--- src/rtl/uart_tx_arbiter.sv ---
// Round-robin arbiter that shares one UART transmitter among NUM_REQ requesters.
// It grants one word per frame and follows the transmitter's ready flag through that frame.
module uart_tx_arbiter #(
    parameter int WORD_LENGTH = 8,
    parameter int NUM_REQ     = 4,
    localparam int ID_W       = (NUM_REQ > 1) ? $clog2(NUM_REQ) : 1
) (
    input  logic                           clk,
    input  logic                           rst,
    input  logic [NUM_REQ-1:0]             req,
    input  logic [NUM_REQ*WORD_LENGTH-1:0] data_in,
    output logic [NUM_REQ-1:0]             ack,
    input  logic                           tx_ready,
    output logic                           tx_send,
    output logic [WORD_LENGTH-1:0]         tx_data,
    output logic [ID_W-1:0]                grant_id,
    output logic                           busy,
    output logic                           err
);

    typedef enum logic [1:0] {
        S_IDLE,
        S_SEND,
        S_WAIT_BUSY,
        S_WAIT_DONE
    } state_t;

    state_t                 r_state;
    logic [ID_W-1:0]        r_last;
    logic [NUM_REQ-1:0]     r_ack;
    logic                   r_tx_send;
    logic [WORD_LENGTH-1:0] r_tx_data;
    logic [ID_W-1:0]        r_grant_id;
    logic                   r_busy;
    logic                   r_err;

    logic [WORD_LENGTH-1:0] w_words [NUM_REQ];
    logic [ID_W-1:0]        w_win;
    logic [ID_W-1:0]        w_idx;
    logic                   w_found;

    for (genvar gi = 0; gi < NUM_REQ; gi++) begin : g_unpack
        assign w_words[gi] = data_in[gi*WORD_LENGTH +: WORD_LENGTH];
    end

    // Scan from the farthest offset down to last+1 so the nearest set bit after last wins.
    always_comb begin
        w_win   = r_last;
        w_idx   = r_last;
        w_found = 1'b0;
        for (int k = NUM_REQ; k >= 1; k--) begin
            w_idx = ID_W'((int'(r_last) + k) % NUM_REQ);
            if (req[w_idx]) begin
                w_win   = w_idx;
                w_found = 1'b1;
            end
        end
    end

    always_ff @(posedge clk or posedge rst) begin
        if (rst) begin
            r_state    <= S_IDLE;
            r_last     <= ID_W'(NUM_REQ - 1);
            r_ack      <= '0;
            r_tx_send  <= 1'b0;
            r_tx_data  <= '0;
            r_grant_id <= '0;
            r_busy     <= 1'b0;
            r_err      <= 1'b0;
        end else begin
            r_tx_send <= 1'b0;
            r_ack     <= '0;
            r_err     <= 1'b0;
            case (r_state)
                S_IDLE: begin
                    if (tx_ready && w_found) begin
                        r_tx_data  <= w_words[w_win];
                        r_grant_id <= w_win;
                        r_last     <= w_win;
                        r_ack      <= NUM_REQ'(1) << w_win;
                        r_tx_send  <= 1'b1;
                        r_busy     <= 1'b1;
                        r_state    <= S_SEND;
                    end
                end
                S_SEND: begin
                    r_state <= S_WAIT_BUSY;
                end
                S_WAIT_BUSY: begin
                    if (!tx_ready) begin
                        r_state <= S_WAIT_DONE;
                    end else begin
                        // Transmitter never took the word; it is dropped, not retried.
                        r_err   <= 1'b1;
                        r_busy  <= 1'b0;
                        r_state <= S_IDLE;
                    end
                end
                S_WAIT_DONE: begin
                    if (tx_ready) begin
                        r_busy  <= 1'b0;
                        r_state <= S_IDLE;
                    end
                end
                default: begin
                    r_busy  <= 1'b0;
                    r_state <= S_IDLE;
                end
            endcase
        end
    end

    assign ack      = r_ack;
    assign tx_send  = r_tx_send;
    assign tx_data  = r_tx_data;
    assign grant_id = r_grant_id;
    assign busy     = r_busy;
    assign err      = r_err;

endmodule
--- config.mk ---
export PLATFORM = sky130hd
export DESIGN_NAME = uart_tx_arbiter
export DESIGN_NICKNAME = d
export VERILOG_FILES = /design/src/rtl/uart_tx_arbiter.sv
export SDC_FILE = /design/constraint.sdc
export NUM_CORES = 1
export LEC_CHECK = 0
export ABC_AREA = 1
export CAP_MARGIN = 20
export CORE_MARGIN = 2
export CORE_UTILIZATION = 35
export CTS_CLUSTER_DIAMETER = 150
export DETAILED_ROUTE_END_ITERATION = 6
export GPL_TIMING_DRIVEN = 0
export PLACE_DENSITY = 0.72
export SLEW_MARGIN = 0
export SYNTH_ARGS = -nofsm -noshare
export SYNTH_HDL_FRONTEND = slang
export SYNTH_SLANG_ARGS = --single-unit
--- constraint.sdc ---
create_clock -name clk -period 2.4 [get_ports clk]
set_input_delay 0.36 -clock clk [delete_from_list [all_inputs] [get_ports clk]]
set_output_delay 0.36 -clock clk [all_outputs]
set_load 0.01 [all_outputs]
==> metrics.md <==
| Metric | Value |
|---|---|
| First DRT Iteration DRCs | `88` |
| Diode count | `0` |
| Yosys warns | `0` |
| Vias/cell | `4.462` |
| Placed cell areas | `1979 sq um` |
| Measured slew at the worst slew-check pin | `0.7454 ns` |
| Starting density of the core | `0.3684` |
| Int Pwr | `1399 uW` |
| Antenna violations before repair | `0` |
| Remaining DRCs | `0` |
| Slew Viols, Final | `0` |
| ANT nets after route | `0` |
| Core area | `3716 sq um` |
| Input/output buffers | `55` |
| Pin count of the biggest net entering global routing | `22` |
| Clk_skew | `0.001406 ns` |
| Hold buffer count at cts | `0` |
| Cell with the most instances on the worst path | `nand2_1` |
| Vias in the first global route | `1210` |
| Std-Cell Rows | `22` |
| Critical Path RT | `2.56 ns` |
| Sequential share of power | `0.225` |
| Io pins | `56` |
| Die area | `4427 sq um` |
| Syn_area_per_cell | `6.487 sq um` |
| Critical path class | `flip-flop to flip-flop` |
| Post-DP HPWL | `2519 microns` |
| Sequential share of the synthesized area | `0.3857` |
| Synthesized flop and latch total | `21` |
| Setup-failing EPs final | `0` |
| Most frequent cells in the layout | `nand2_1, clkdlybuf4s50_1, inv_1, nand3_1, dfrtp_1` |
| Clock root buffer | `clkbuf_8` |
| Core Util, Final | `0.5448` |
| Worst Setup Start Kind | `flip-flop` |
| Net Sw Frac | `0.4752` |
| P_sw | `1267 uW` |
| P_leak | `0.001121 uW` |
| Pre-CTS setup slack | `0.2657 ns` |
| Count of cell types in the netlist | `18` |
| Sum Neg Setup Slack | `0 ns` |
| Synth Flop Type | `dfrtp_1` |
| Gr ovfl total | `0` |
| Drt pass-1 iters | `5` |
| FILL cells | `377` |
| Area of the multi-input gates | `618.1 sq um` |
| Clock latency on the worst-skew pair | `0.26 ns` |
| Worst Path Arrival | `2.09 ns` |
| Post-route minimum period | `1.926 ns` |
| Max VDD drop | `739.6 uV` |
| Most common cell after layout, fill and taps aside | `nand2_1` |
| Die width | `66.54 microns` |
| CP max stage delay | `0.53 ns` |
| Final nets | `310` |
| Number of synthesized flops with an enable pin | `0` |
| GP Congestion | `0.8451` |
| Highest Clock Rate | `519.1 MHz` |
| Die height | `66.54 microns` |
| Unrepaired setup endpoints after global routing | `false` |
| Final hold vios | `0` |
| Total CTS buffers | `3` |
| Critical-path cell list | `buf_6 > inv_6 > nand2_1 > nand3_1 > nand2_1 > inv_1 > nand2_2 > nand3_4 > nand2_4 > buf_6 > nand2_1 > nand3_1 > nand2_1 > nand2_1 > nand2_1` |
| Final Cycle Share | `0.8026` |
| Worst-path clk slew | `0.07 ns` |
| FFs w/ async S/R, synth | `1.000` |
| Crit path max-delay family | `simple AND/OR/NAND/NOR gates` |
| Slowest CP cell | `dfstp_2` |
| Synthesis-to-finish area growth | `47.90%` |
| TritonCTS Sinks | `21` |
| Crit Path Max Fanout | `10` |
| Status | `finished, final reports clean` |
| First-pass GRT wire length | `5223 microns` |
| Hold Slack | `0.4321 ns` |
| CTS tree | `done` |
| CP Capture Type | `flip-flop` |
| Wire per inst | `10.06 microns` |
| Final wirelength | `3198 microns` |
| Logic pwr share | `0.689` |
| FF/Latch Area | `528.0 sq um` |
| Mapped Cells | `211` |
| Mapped Nets | `250` |
| Final Instance Area | `2024 sq um` |
| Worst Setup Slack, final | `0.4737 ns` |
| Overall Global Routing Usage | `0.1547` |
| Share of cells above drive strength 1 | `0.08519` |
| CTS max path bufs | `2` |
| Total number of vias | `1419` |
| CTS resizes | `0` |
| Post CTS Setup Buffer Count | `0` |
| Max_cap viols | `0` |
| Synth Cell Area | `1369 sq um` |
| Worst min path class | `flip-flop to flip-flop` |
| Slew headroom | `0.5025` |
| Power per cell area | `1317 nW/um^2` |
| Worst path bufs/invs | `4` |
| H-tree levels | `1` |
| Clk network pwr share | `0.086` |
[final cells by class]
type                            instances  area share
Multi-Input combinational cell        138      0.3053
Timing Repair Buffer                   55      0.2719
Sequential cell                        21      0.2608
Inverter                               44     0.08405
Tap cell                               48     0.02967
Buffer                                  8     0.02596
Clock buffer                            4     0.02225
[power by group through the flow]
stage	Clock [uW]	Combinational [uW]	Sequential, uW
global placement	0	1830	603
finish	229	1840	599
detailed placement	0	1850	607
global route	250	2070	617
floorplan	0	1230	648
CTS	235	1860	601
[synthesized netlist by cell type (2+ instances only)]
cell      instances  share of area
clkbuf_1          2         0.0055
o21ai_0           3          0.011
nor2_1            6          0.016
inv_2             2         0.0055
dfrtp_1          19           0.35
nand2_2           5          0.023
nand3_1          36           0.13
nand2_4           2          0.016
inv_1            41           0.11
buf_6             2          0.016
nand2_1          80           0.22
buf_2             3          0.011
a21oi_1           4          0.015
dfstp_2           2          0.038
[kinds of logic after synthesis]
| logic type | count (synthesis) | synth area share |
|---|---|---|
| DFF | 21 | 0.3857 |
| and+or+nand+nor | 130 | 0.4196 |
| AOI/OAI and AO/OA | 8 | 0.03199 |
| buffers and inverters | 52 | 0.1627 |
[worst register-to-register path, cell delays in order, from the launching register on]
cell	delay, ns
dfstp_2	0.53
buf_6	0.15
inv_6	0.06
nand2_1	0.07
nand3_1	0.10
nand2_1	0.07
inv_1	0.04
nand2_2	0.08
nand3_4	0.13
nand2_4	0.15
buf_6	0.15
nand2_1	0.06
nand3_1	0.06
nand2_1	0.07
nand2_1	0.06
nand2_1	0.04
[sequential cells by signal, indices dropped and copies added, names as in the netlist]
| signal | count |
|---|---|
| busy | 1 |
| ack | 4 |
| grant_id | 2 |
| tx_send | 1 |
| r_state | 2 |
| tx_data | 8 |
| err | 1 |
| r_last | 2 |
[path summary, 6_finish.rpt]
check	from	end	slack [ns]	cells past startpoint
worst min-delay path	r_state[0]	err	0.43	1
max in group asynchronous	rst	r_state[1]	1.41	2
min in group asynchronous	rst	tx_data[7]	0.53	2
worst min register to register	r_state[0]	err	0.43	1
worst max-delay path	r_last[0]	tx_data[3]	0.47	15
worst max register to register	r_last[0]	tx_data[3]	0.47	15
[stage by stage]
stage                     power (uW)  cells
after CTS                       2692    318
after floorplan                 1880    211
after global placement          2433    314
final                           2666    318
after global routing            2937    318
after detailed placement        2456    314
[routing by layer]
| layer | track usage | part of all wire | up-vias |
|---|---|---|---|
| li1 | - | - | 750 |
| met1 | 0.2094 | 0.45 | 606 |
| met2 | 0.2438 | 0.45 | 58 |
| met3 | 0.01689 | 0.084 | 5 |
| met4 | 0.07653 | 0.020 | 0 |
| met5 | 0 | 0 | - |
Note: power is estimated with default switching activity, not from simulation.
